**src/rtl/mips_rf_pkg.sv**
```systemverilog
// Shared types and default sizing for the parametrised MIPS register file.
package mips_rf_pkg;

  typedef enum logic [1:0] {
    IDLE  = 2'd0,
    CLEAR = 2'd1,
    DONE  = 2'd2
  } rf_clr_state_t;

  localparam int unsigned RF_DATA_W   = 32;
  localparam int unsigned RF_ADDR_W   = 5;
  localparam int unsigned RF_NUM_REGS = 32;

endpackage

```
**src/rtl/mips_regfile_nport_read.sv**
```systemverilog
// One combinational read port: index decode, zero rules for r0 and
// out-of-range indices, and optional write-through forwarding
// (enabled with MIPS_RF_BYPASS_EN).
module rf_read_port
  import mips_rf_pkg::*;
#(
  parameter int unsigned DATA_W   = RF_DATA_W,
  parameter int unsigned ADDR_W   = RF_ADDR_W,
  parameter int unsigned NUM_REGS = RF_NUM_REGS
) (
  // Registers 1..NUM_REGS-1; entry i lives at bits [(i-1)*DATA_W +: DATA_W]
  input  logic [(NUM_REGS-1)*DATA_W-1:0] regs_flat,
  input  logic [ADDR_W-1:0]              rd_addr,
`ifdef MIPS_RF_BYPASS_EN
  input  logic                           wr_fire,
  input  logic [ADDR_W-1:0]              wr_addr,
  input  logic [DATA_W-1:0]              wr_data,
`endif
  output logic [DATA_W-1:0]              rd_data
);

  logic [DATA_W-1:0] stored;

  // Select the stored value; r0 and indices >= NUM_REGS never match and read 0
  always_comb begin
    stored = '0;
    for (int unsigned i = 1; i < NUM_REGS; i++) begin
      if (rd_addr == ADDR_W'(i)) begin
        stored = regs_flat[(i-1)*DATA_W +: DATA_W];
      end
    end
  end

`ifdef MIPS_RF_BYPASS_EN
  // wr_fire already excludes r0, out-of-range indices and non-IDLE states
  assign rd_data = (wr_fire && (wr_addr == rd_addr)) ? wr_data : stored;
`else
  assign rd_data = stored;
`endif

endmodule

```
**src/rtl/mips_regfile_nport.sv**
```systemverilog
// Parametrised MIPS register file: NUM_RD combinational read ports, one
// write port, r0 hardwired to zero, and a hardware bulk-clear sequencer.
// Define MIPS_RF_BYPASS_EN for same-cycle write-through forwarding.
module mips_regfile_nport
  import mips_rf_pkg::*;
#(
  parameter int unsigned DATA_W   = RF_DATA_W,
  parameter int unsigned ADDR_W   = RF_ADDR_W,
  parameter int unsigned NUM_REGS = RF_NUM_REGS,
  parameter int unsigned NUM_RD   = 2
) (
  input  logic                     clk,
  input  logic                     rst,
  input  logic                     we,
  input  logic [ADDR_W-1:0]        wr_addr,
  input  logic [DATA_W-1:0]        wr_data,
  input  logic [NUM_RD*ADDR_W-1:0] rd_addr,
  output logic [NUM_RD*DATA_W-1:0] rd_data,
  input  logic                     clr_req,
  output logic                     clr_busy,
  output logic                     clr_done
);

  rf_clr_state_t state;
  logic [ADDR_W-1:0] idx;

  // r0 has no storage; only 1..NUM_REGS-1 are real flops
  logic [DATA_W-1:0]              regs [1:NUM_REGS-1];
  logic [(NUM_REGS-1)*DATA_W-1:0] regs_flat;

  logic wr_valid;
  logic wr_fire;

  assign wr_valid = (wr_addr != '0) && (32'(wr_addr) < NUM_REGS);
  assign wr_fire  = we && (state == IDLE) && wr_valid;

  // Clear sequencer: IDLE -> CLEAR (idx walks 1..NUM_REGS-1) -> DONE -> IDLE
  always_ff @(posedge clk) begin
    if (rst) begin
      state    <= IDLE;
      idx      <= '0;
      clr_busy <= 1'b0;
      clr_done <= 1'b0;
    end else begin
      case (state)
        IDLE: begin
          clr_done <= 1'b0;
          if (clr_req) begin
            state    <= CLEAR;
            idx      <= ADDR_W'(1);
            clr_busy <= 1'b1;
          end
        end
        CLEAR: begin
          if (idx == ADDR_W'(NUM_REGS-1)) begin
            state    <= DONE;
            clr_busy <= 1'b0;
            clr_done <= 1'b1;
          end else begin
            idx <= idx + ADDR_W'(1);
          end
        end
        DONE: begin
          state    <= IDLE;
          clr_done <= 1'b0;
        end
        default: begin
          state    <= IDLE;
          clr_busy <= 1'b0;
          clr_done <= 1'b0;
        end
      endcase
    end
  end

  // Register storage: reset zeroes all, the sequencer clears regs[idx],
  // otherwise an accepted write lands
  always_ff @(posedge clk) begin
    if (rst) begin
      for (int unsigned i = 1; i < NUM_REGS; i++) begin
        regs[i] <= '0;
      end
    end else begin
      for (int unsigned i = 1; i < NUM_REGS; i++) begin
        if ((state == CLEAR) && (idx == ADDR_W'(i))) begin
          regs[i] <= '0;
        end else if (wr_fire && (wr_addr == ADDR_W'(i))) begin
          regs[i] <= wr_data;
        end
      end
    end
  end

  // Flatten storage into a bus shared by all read ports
  always_comb begin
    regs_flat = '0;
    for (int unsigned i = 1; i < NUM_REGS; i++) begin
      regs_flat[(i-1)*DATA_W +: DATA_W] = regs[i];
    end
  end

  for (genvar k = 0; k < NUM_RD; k++) begin : g_rd
    rf_read_port #(
      .DATA_W   (DATA_W),
      .ADDR_W   (ADDR_W),
      .NUM_REGS (NUM_REGS)
    ) u_port (
      .regs_flat (regs_flat),
      .rd_addr   (rd_addr[k*ADDR_W +: ADDR_W]),
`ifdef MIPS_RF_BYPASS_EN
      .wr_fire   (wr_fire),
      .wr_addr   (wr_addr),
      .wr_data   (wr_data),
`endif
      .rd_data   (rd_data[k*DATA_W +: DATA_W])
    );
  end

endmodule

```
**config.mk**
```make
export PLATFORM = sky130hd
export DESIGN_NAME = mips_regfile_nport
export DESIGN_NICKNAME = d
export VERILOG_FILES = /design/src/rtl/mips_rf_pkg.sv /design/src/rtl/mips_regfile_nport_read.sv /design/src/rtl/mips_regfile_nport.sv
export SDC_FILE = /design/constraint.sdc
export NUM_CORES = 2
export LEC_CHECK = 0
export ABC_CLOCK_PERIOD_IN_PS = 6900
export BUFFER_PORTS_ARGS = -buffer_cell sky130_fd_sc_hd__clkbuf_2
export CAP_MARGIN = 0
export CORE_ASPECT_RATIO = 1.1
export CORE_MARGIN = 4
export CORE_UTILIZATION = 25
export DETAILED_ROUTE_END_ITERATION = 16
export MAX_ROUTING_LAYER = met4
export SLEW_MARGIN = 20
export SYNTH_ARGS = -nofsm -noshare
export SYNTH_HDL_FRONTEND = slang
export SYNTH_SLANG_ARGS = --single-unit
```
**constraint.sdc**
```tcl
create_clock -name clk -period 6.9 [get_ports clk]
set_input_delay 1.38 -clock clk [delete_from_list [all_inputs] [get_ports clk]]
set_output_delay 1.38 -clock clk [all_outputs]
set_load 0.02 [all_outputs]
```
==> impl_metrics.ini <==
[sta]
slew_headroom_pct = 11.1
min_period_over_period_pct = 102
hold_viol = 0
fin_crit_ns = 7.01
setup_violations = 5
clock_skew_ns = 0.0458
tns_ns = -0.241
slew_violations = 0
rsz0062_at_grt = false
timing.final.ws_setup_ns = -0.113
worstMarginPinSlew_ns = 1.33
timing.fmax_mhz = 143

[cts]
clockBufferDepth = 3
clk_pin_slew_ns = 0.06
cts-htree-levels = 3
cts_hold_buf = 0
numCtsBuffers = 117
cts_tree = built
post_cts_buffers = 0
clock_latency_ns = 0.82
cts_root_buf = clkbuf_16
clock_sinks = 1001

[synth]
synth_seq_area_share_pct = 53.8
synth.net_count = 5300
synthCells = 5243
synth_ff_type = edfxtp_1
syn-cell-area_mm2 = 0.0557
synth_warnings = 0
yosys_register_bits = 1001
avgSynthCellArea_um2 = 10.6
synth_cell_type_count = 106
async_flop_share_pct = 0
synth-edff-count = 992

[critical_path]
path_max_fanout = 31
crit_family = buffers and inverters
crit_buf_inv = 6
max_stage_delay_ns = 0.63
critPathLaunchType = primary input
r2r-start = state[1]
worstSetupPathType = in -> out
r2r_setup_slack_ns = 3.14
path_common_cell = buf_4
crit_path_top_delay_cell = o21ai_1
crit_chain = buf_4 > buf_4 > or3_1 > buf_4 > a211oi_1 > a221o_1 > o221ai_1 > buf_4 > a31oi_1 > buf_4 > o21ai_1 > o21ai_1 > clkbuf_2
r2r_cells = 9
reg2reg_to = regs[0][484]
cp-end-kind = output pin
cp.arrival_ns = 5.63
worstPathRequired_ns = 5.52

[power_and_ir_drop]
pwr-share-seq_pct = 43.2
ir_drop_mv = 0.198
power.density_mw_per_mm2 = 243
clkPwrFrac_pct = 40.6
switching_share_pct = 31.7
switchingPower_mw = 5.24
power.internal_mw = 11.3
comb_power_share_pct = 16.2
p_leak_nw = 24.4

[worst_hold_path]
hp-start = clr_done
hold_path_end = clr_done
whs_path_depth = 2
hp-class = reg -> reg

[placement]
hpwlAfterDp_um = 293000
portBuffers = 116
place_ws_ns = 0.0555
gp_congestion = 1.06

[cells_and_area]
area_growth_pct = 21.9
drive_gt1_share_pct = 20.2
register_area_mm2 = 0.0300
multi_input_comb_area_mm2 = 0.0241
fill_cells = 22883
fin_nets = 5686

[floorplanning]
die_x_um = 458
start_util_pct = 25.2
die-area_mm2 = 0.230
die_h_um = 503
fp-row-count = 181
ios = 117
coreArea_mm2 = 0.221

[detailed_routing]
drc_errors = 0
drtIter0Drc = 10157
vias = 54283
wl_per_cell_um = 46.4
dr.pass1.iters = 9
wl_um = 404000
drt-vias-per-instance = 6.23
ant_nets = 0

[flow_run]
maxCapViolations = 0

[global_routing]
grt_pass1_wl_um = 521000
grt_overflow = 0
antenna_found_initial = 65
grt_pass1_vias = 50111
track_usage_pct = 34.9
grt_max_degree = 49

[outcome]
outcome = finished with violations
violations = setup timing
worst min-delay path: cells and delay by family, from the launching register on:
| family | cells | cell delay, ns |
|---|---|---|
| flip-flops | 1 | 0.31 |
| AND/OR/NAND/NOR | 2 | 0.14 |
through the flow:
step | area (um2) | power [mW] | util, % | std cells | hold WS (ns)
2_1_floorplan | 55700 | 8.08 | - | 5243 | 0.477
3_3_place_gp | 63600 | 9.78 | 28.7 | 8433 | 0.486
3_5_place_dp | 63600 | 9.77 | 28.7 | 8434 | 0.482
4_1_cts | 67600 | 16.4 | 30.5 | 8655 | 0.494
5_1_grt | 67800 | 16.7 | 30.6 | 8689 | 0.519
6_report | 67900 | 16.5 | 30.7 | 8709 | 0.491
registers in the layout, indices dropped and copies added, names as in the netlist:
| name | cells |
|---|---|
| clr_busy | 1 |
| clr_done | 1 |
| idx | 5 |
| regs | 992 |
| state | 2 |
what timing repair did:
item,4_1_cts,5_1_grt
setup endpoints to repair,0,2
endpoints found under the hold margin,0,0
gates resized for setup,0,2
metal layers:
layer | global-route usage, % | routed length [um]
met1 | 43.2 | 154000
met2 | 48.7 | 165000
met3 | 9.98 | 47800
met4 | 24.8 | 36800
met5 | - | 0
cell usage after synthesis, types with 51 or more instances:
master | instances | share of area [%]
nor3_1 | 78 | 0.70
clkbuf_1 | 281 | 1.9
mux2i_1 | 86 | 1.5
a21oi_1 | 315 | 2.8
o221ai_1 | 83 | 1.3
a31oi_1 | 54 | 0.61
o21ai_1 | 51 | 0.46
a211oi_1 | 66 | 0.89
o21ai_0 | 278 | 2.5
o22ai_1 | 235 | 2.6
a221oi_1 | 52 | 0.82
nor2_1 | 282 | 1.9
and2_1 | 1002 | 11
buf_2 | 150 | 1.3
nand3_1 | 64 | 0.57
a22oi_1 | 154 | 2.1
edfxtp_1 | 992 | 53
nand2_1 | 297 | 2.0
power groups by stage:
stage / clock, mW / sequential, mW / combinational, mW
detailed placement: 0 / 7.24 / 2.53
floorplan: 0 / 7.14 / 0.945
finish: 6.72 / 7.13 / 2.68
global placement: 0 / 7.24 / 2.54
CTS: 6.74 / 7.12 / 2.53
global route: 6.97 / 7.14 / 2.63
worst max-delay path by stage:
stage                     from      endpoint  slack (ns)  depth (start not counted)
floorplan           wr_addr[3]  regs[0][100]        0.93                          6
global placement    rd_addr[5]   rd_data[45]       -0.06                         10
detailed placement  rd_addr[5]   rd_data[60]        0.06                          9
CTS                 rd_addr[5]   rd_data[60]        0.03                          9
global route        rd_addr[2]   rd_data[15]        0.03                         12
finish              rd_addr[2]   rd_data[18]       -0.11                         13
cells by family (layout without fill, tap and decap cells):
kind of cell | after synthesis | after routing | synth area share [%]
AND/OR/NAND/NOR | 1961 | 1961 | 19.7
AO/OA/AOI/OAI | 1623 | 1623 | 19.4
flip-flops | 1001 | 1001 | 53.8
buffers and inverters | 520 | 1008 | 4.22
multiplexers | 130 | 130 | 2.72
adder cells (fa/ha/maj) | 6 | 6 | 0.135
XOR/XNOR | 2 | 2 | 0.0314
other | 0 | 50 | 0
cells in the final DEF, fill, tap and decap left out, drive strengths merged, types with 53 or more instances in the layout:
cell | synthesis | routed
a211oi | 67 | 67
a21oi | 316 | 316
a22oi | 154 | 154
a31oi | 54 | 54
and2 | 1002 | 1002
buf | 214 | 656
clkbuf | 281 | 240
clkinv | 0 | 53
edfxtp | 992 | 992
mux2i | 86 | 86
nand2 | 303 | 303
nand3 | 66 | 66
nor2 | 302 | 302
nor3 | 80 | 80
o21ai | 329 | 329
o221ai | 83 | 83
o22ai | 235 | 235
final cells by class:
class	count	area share (%)
Multi-Input combinational cell	3722	35.5
Clock inverter	87	1.50
Timing Repair Buffer	762	8.71
Inverter	25	0.140
Antenna cell	50	0.184
Sequential cell	1001	44.1
Tap cell	2928	5.40
Clock buffer	134	4.41
Note: power is estimated with default switching activity, not from simulation.
